===== src/rtl/alu_arbiter.sv =====
// Two-requester front end for one shared ALU: IDLE -> EXEC -> RESP.
// Round-robin by default; define ALU_ARB_FIXED_PRIO_EN for fixed priority.
module alu_arbiter #(
  parameter int WIDTH = 8
) (
  input  logic             clk,
  input  logic             rst,
  input  logic             r0_valid,
  input  logic             r1_valid,
  output logic             r0_ready,
  output logic             r1_ready,
  input  logic [WIDTH-1:0] r0_a,
  input  logic [WIDTH-1:0] r0_b,
  input  logic [WIDTH-1:0] r1_a,
  input  logic [WIDTH-1:0] r1_b,
  input  logic [2:0]       r0_ctrl,
  input  logic [2:0]       r1_ctrl,
  input  logic             r0_flag,
  input  logic             r1_flag,
  output logic             rsp_valid,
  input  logic             rsp_ready,
  output logic             rsp_id,
  output logic [WIDTH-1:0] rsp_data,
  output logic [WIDTH-1:0] alu_a,
  output logic [WIDTH-1:0] alu_b,
  output logic [2:0]       alu_ctrl,
  output logic             alu_f,
  input  logic [WIDTH-1:0] alu_c,
  output logic             busy
);

  typedef enum logic [1:0] {
    IDLE = 2'd0,
    EXEC = 2'd1,
    RESP = 2'd2
  } state_t;

  state_t           r_state;
  state_t           w_next;
  logic             w_accept;
  logic             w_pick;
  logic             r_rsp_id;
  logic [WIDTH-1:0] r_rsp_data;
  logic [WIDTH-1:0] r_alu_a;
  logic [WIDTH-1:0] r_alu_b;
  logic [2:0]       r_alu_ctrl;
  logic             r_alu_f;

`ifdef ALU_ARB_FIXED_PRIO_EN
  assign w_pick = ~r0_valid;
`else
  logic r_last_grant;
  logic w_both;

  // On a tie the requester that did not win the last tie goes first.
  assign w_both = r0_valid & r1_valid;
  assign w_pick = w_both ? ~r_last_grant : r1_valid;

  always_ff @(posedge clk or posedge rst) begin
    if (rst) begin
      r_last_grant <= 1'b1;
    end else if (w_accept && w_both) begin
      r_last_grant <= w_pick;
    end
  end
`endif

  always_comb begin
    w_next   = r_state;
    w_accept = 1'b0;
    unique case (r_state)
      IDLE: begin
        if (!rst && (r0_valid || r1_valid)) begin
          w_accept = 1'b1;
          w_next   = EXEC;
        end
      end
      EXEC: w_next = RESP;
      RESP: begin
        if (rsp_ready) begin
          w_next = IDLE;
        end
      end
      default: w_next = IDLE;
    endcase
  end

  assign r0_ready = w_accept & ~w_pick;
  assign r1_ready = w_accept & w_pick;

  always_ff @(posedge clk or posedge rst) begin
    if (rst) begin
      r_state    <= IDLE;
      r_rsp_id   <= 1'b0;
      r_rsp_data <= '0;
      r_alu_a    <= '0;
      r_alu_b    <= '0;
      r_alu_ctrl <= 3'd0;
      r_alu_f    <= 1'b0;
    end else begin
      r_state <= w_next;
      if (w_accept) begin
        r_rsp_id   <= w_pick;
        r_alu_a    <= w_pick ? r1_a    : r0_a;
        r_alu_b    <= w_pick ? r1_b    : r0_b;
        r_alu_ctrl <= w_pick ? r1_ctrl : r0_ctrl;
        r_alu_f    <= w_pick ? r1_flag : r0_flag;
      end
      if (r_state == EXEC) begin
        r_rsp_data <= alu_c;
      end
    end
  end

  assign rsp_valid = (r_state == RESP);
  assign busy      = (r_state != IDLE);
  assign rsp_id    = r_rsp_id;
  assign rsp_data  = r_rsp_data;
  assign alu_a     = r_alu_a;
  assign alu_b     = r_alu_b;
  assign alu_ctrl  = r_alu_ctrl;
  assign alu_f     = r_alu_f;

endmodule


===== config.mk =====
export PLATFORM = sky130hd
export DESIGN_NAME = alu_arbiter
export DESIGN_NICKNAME = d
export VERILOG_FILES = /design/src/rtl/alu_arbiter.sv
export SDC_FILE = /design/constraint.sdc
export NUM_CORES = 1
export LEC_CHECK = 0
export BUFFER_PORTS_ARGS = -buffer_cell sky130_fd_sc_hd__buf_4
export CAP_MARGIN = 10
export CORE_ASPECT_RATIO = 0.6
export CORE_UTILIZATION = 38
export DETAILED_ROUTE_END_ITERATION = 8
export PLACE_DENSITY = 0.83
export SETUP_SLACK_MARGIN = 0.5
export SLEW_MARGIN = 40
export SYNTH_ARGS = -nofsm -noshare
export SYNTH_HDL_FRONTEND = slang
export SYNTH_SLANG_ARGS = --single-unit
export TNS_END_PERCENT = 30

===== constraint.sdc =====
create_clock -name clk -period 1.42 [get_ports clk]
set_clock_uncertainty 0.2 [all_clocks]
set_input_delay 0 -clock clk [delete_from_list [all_inputs] [get_ports clk]]
set_output_delay 0 -clock clk [all_outputs]
set_load 0.005 [all_outputs]

# After elaboration in Yosys (flattened, before gate mapping)
# Index checks and enable logic that the tools add are counted.
# classes
eq_ne	4
muxes	10
n_bitwise	5
reduce_logical	7
# op_table
cell	count
$mux 8	2
$pmux 2 s3	1
$mux 1	4
$mux 2	2
$and 1x1->1	3
$mux 3	1
$eq 2x1->1 const B	1
$eq 2x2->1 const B	1
$logic_and 1x1->1	2
$logic_not 2->1	1
$ne 2x1->1 const B	1
$ne 2x2->1 const B	1
$not 1->1	2
$reduce_and 2->1	1
$reduce_bool 2->1	1
$logic_not 1->1	1
$logic_or 1x1->1	1
# word_totals
regBits	32
inputBits	53
output_inout_bits	33
elab_cells	34

# Logic depth before layout (Yosys ltp)
# logic_depth
depth_word	5
ltp_mapped	4
ltp_nobuf	3

# Least setup slack after synthesis
# Ideal clock, no wire load.
# synth_path
kind	reg2reg
start	register r_last_grant
end	register r_alu_a[3] (netlist: alu_a[3])
setup_time_ps	126
arrival_time_ps	1200
t_required_ps	1094
setup_slack_ps	-106
stages_incl_launch_ff	5
n_path_buf	1
period_less_slack_ps	1526
cell_sequence	dfstp_2 -> nand2_1 -> and3_4 -> buf_6 -> a221o_1
# synth_via
elab_chain_cells	3
# synth_rtl
element	line	text
start: declaration	52	logic r_last_grant;
start signal: assignment	63	r_last_grant <= w_pick;
$not 1->1	57	assign w_pick = w_both ? ~r_last_grant : r1_valid;
$mux 1	57	
$mux 8	104	r_alu_a <= w_pick ? r1_a : r0_a;
end signal: assignment	104	
end: declaration	44	logic [WIDTH-1:0] r_alu_a;
# No other way between the ends.
# A chain may end at the register's enable or synchronous reset.

# Worst setup path in the final report
# layout_path
start	register r_state[0]
end	register r_alu_ctrl[2] (netlist: alu_ctrl[2])
# layout_via
elab_chain_cells	2
# layout_rtl
element	line	text
start: declaration	38	state_t r_state;
start signal: assignment	101	r_state <= w_next;
$logic_not 2->1	71	unique case (r_state)
$mux 1	71	
end signal: assignment	106	r_alu_ctrl <= w_pick ? r1_ctrl : r0_ctrl;
end: declaration	46	logic [2:0] r_alu_ctrl;
# No other way between the ends.

==> impl_metrics.env <==
export IMPL_status="finished, violations left"
export IMPL_violations="hold timing, setup timing"
export IMPL_critPathKind="reg -> reg"
export IMPL_worst_slew_pin_slew_ns=0.2437
export IMPL_synth_most_common_cell="dfrtp_1"
export IMPL_cp_arrival_ns=1.56
export IMPL_gp_congestion=0.7502
export IMPL_place_area_um2=2125
export IMPL_synth_cells=106
export IMPL_internal_power_mw=3.127
export IMPL_post_drt_wl_per_cell_um=17.20
export IMPL_cpLargestDelayFamily="flip-flops"
export IMPL_routed_top_layer="met4"
export IMPL_place_hpwl_um=2856
export IMPL_switching_power_mw=1.279
export IMPL_hold_ws_ns=-0.2610
export IMPL_crit_path_max_incr_delay_ns=0.45
export IMPL_crit_required_ns=1.37
export IMPL_slowest_stage="dfrtp_2"
export IMPL_clock_path_buffers=2
export IMPL_fin_crit_ns=1.608
export IMPL_wl_um=4385
export IMPL_synthDistinctLibCells=24
export IMPL_antenna_found_initial=0
export IMPL_grt_ovfl_total=0
export IMPL_cts_buffers=5
export IMPL_grt_total_usage_pct=23.59
export IMPL_die_x_um=80.22
export IMPL_drc_errors=0
export IMPL_die_y_um=48.94
export IMPL_fin_crit_sh_pct=113.3
export IMPL_path_cells="nor3_4 > o21ai_2 > buf_12 > a221o_1"
export IMPL_final_antenna_net_count=0
export IMPL_grt_pass1_wl_um=6817
export IMPL_synth_common_cells="dfrtp_1 (31), a221o_1 (20), and3_1 (19)"
export IMPL_hold_path_class="in -> reg"
export IMPL_first_pass_iters=4
export IMPL_end_kind="register"
export IMPL_clk_pin_slew_ns=0.06
export IMPL_nets=262
export IMPL_dr_wl_met3_um=314
export IMPL_p_leak_nw=1.284
export IMPL_root_buffer="clkbuf_8"
export IMPL_ys_async_sr_fraction_pct=100.0
export IMPL_final_area_um2=2511
export IMPL_grt_max_degree=24
export IMPL_drv_slew=0
export IMPL_setup_viol=26
export IMPL_floorplan_die_area_um2=3926
export IMPL_port_buffers=85
export IMPL_relSlewSlack_pct=83.68
export IMPL_synth_seq_area_share_pct=57.49
export IMPL_pwr_share_clk_pct=16.1
export IMPL_cts_hold_buffers=2
export IMPL_coreArea_um2=3383
export IMPL_synth_edff_count=0
export IMPL_drive_gt1_share_pct=62.86
export IMPL_synth_top_cell_area_share_pct=55.61
export IMPL_p_seq_share_pct=38.8
export IMPL_ys_ff_latch=32
export IMPL_syn_mean_instance_area_um2=13.16
export IMPL_syn_nets=159
export IMPL_fin_util_pct=74.22
export IMPL_viasPerCell=5.380
export IMPL_ir_worst_vdd_mv=1.088
export IMPL_rsz0062_at_grt="true"
export IMPL_p_per_area_nw_per_um2=1755
export IMPL_syn_cell_area_um2=1395
export IMPL_clk_latency_ns=0.28
export IMPL_crit_fanout=17
export IMPL_cp_buffers_inverters=1
export IMPL_hold_viol=29
export IMPL_max_clock_freq_mhz=621.8
export IMPL_synth_top_cell_by_area="dfrtp_1"
export IMPL_pwr_share_comb_pct=45.1
export IMPL_max_cap_viol_count=0
export IMPL_num_vias=1372
export IMPL_row_count=16
export IMPL_drt_iter0_drc=60
export IMPL_layout_setup_ws_ns=-0.1883
export IMPL_yosysWarningCount=0
export IMPL_antenna_cells=0
export IMPL_p_sw_share_pct=29.03
export IMPL_critPathLaunchType="register"
export IMPL_syn2layout_area_growth_pct=80.00
export IMPL_initial_core_util_pct=41.24
export IMPL_cts_htree_levels=2
export IMPL_nFillCells=227
export IMPL_ioPinCount=86
export IMPL_ys_top_cells_by_area="dfrtp_1 (56%), a221o_1 (14%), and3_1 (8.5%)"
export IMPL_wl_met1_um=1772
export IMPL_grt_pass1_vias=1431
export IMPL_synth_ff_type="dfrtp_1"
export IMPL_cts_tree="built"
export IMPL_dr_wl_met2_um=2245
export IMPL_cts_sinks=32
[timing repair]
item | 4_1_cts | 5_1_grt
gates cloned | 3 | 0
hold endpoints to repair | 63 | 29
resized for setup | 43 | 13
endpoints found under the setup margin | 65 | 66
setup buffers | 3 | 3
pin swaps | 3 | 4
[final cells by class]
type	instances	area, µm²	share of cell area [%]
multi-input cells	64	590.6	23.52
repair buffers	103	958.4	38.17
flip-flops and latches	32	804.5	32.04
inverters	3	11.26	0.4484
clock buffers	8	90.09	3.587
well taps	45	56.30	2.242
[power by group through the flow]
stage | Clock [mW] | Combinational [mW] | Sequential (mW)
final | 0.708 | 1.99 | 1.71
after detailed placement | 0 | 1.60 | 1.60
after floorplan | 0 | 0.610 | 1.61
after global placement | 0 | 1.56 | 1.59
after global routing | 0.770 | 2.12 | 1.75
after CTS | 0.721 | 1.94 | 1.69
[metrics by stage]
step | power (mW) | instances | TNS (ns) | worst slack, ns | hold WS (ns)
floorplan | 2.222 | 106 | -0.8015 | -0.04608 | -0.09269
global placement | 3.149 | 236 | -2.063 | -0.08130 | -0.1764
detailed placement | 3.204 | 236 | -3.334 | -0.1500 | -0.1536
CTS | 4.347 | 252 | -4.157 | -0.1902 | -0.2722
global route | 4.640 | 255 | -5.285 | -0.2455 | -0.2580
finish | 4.406 | 255 | -3.810 | -0.1883 | -0.2610
[logic make-up after synthesis]
logic type | share of synthesized area, %
AO/OA/AOI/OAI | 15.60
XOR/XNOR | 0.6279
buffers and inverters | 5.201
flip-flops | 57.49
multiplexers | 6.458
AND/OR/NAND/NOR | 14.62
[final timing paths]
path,slack (ns),startpoint,cells after the start,endpoint
setup reg to reg,-0.19,r_state[0]$_DFFE_PP0P_,4,alu_ctrl[2]$_DFFE_PP0P_
setup / recovery,-0.19,r_state[0]$_DFFE_PP0P_,4,alu_ctrl[2]$_DFFE_PP0P_
max in group asynchronous,0.60,rst,4,r_last_grant$_DFFE_PP1P_
min in group asynchronous,0.14,rst,4,rsp_data[6]$_DFFE_PP0N_
hold reg to reg,0.32,rsp_id$_DFFE_PP0P_,1,rsp_id$_DFFE_PP0P_
hold / removal,-0.26,alu_c[0],2,rsp_data[0]$_DFFE_PP0N_
[per-layer routing]
layer  track usage, %  up-vias
li1                 -      615
met1            27.97      685
met2            41.45       66
met3            7.290        6
met4            6.250        0
met5                0        -
[sequential cells by signal, indices dropped and copies added, names as in the netlist]
register	count
alu_b	8
alu_ctrl	3
rsp_id	1
alu_a	8
r_state	2
rsp_data	8
r_last_grant	1
alu_f	1
[cell usage in the layout, fill, tap and decap left out, types with 2 or more instances in the layout]
cell           instances
dlygate4sd3_1          2
and3_4                 5
dfrtp_2                2
mux2_2                 7
buf_6                 36
clkbuf_8               6
dfrtp_1               29
clkbuf_1               2
a221o_1               20
buf_4                 61
buf_12                 3
and3_1                16
nand2b_4               2
inv_1                  2
Power figures use the tool's default switching activity.
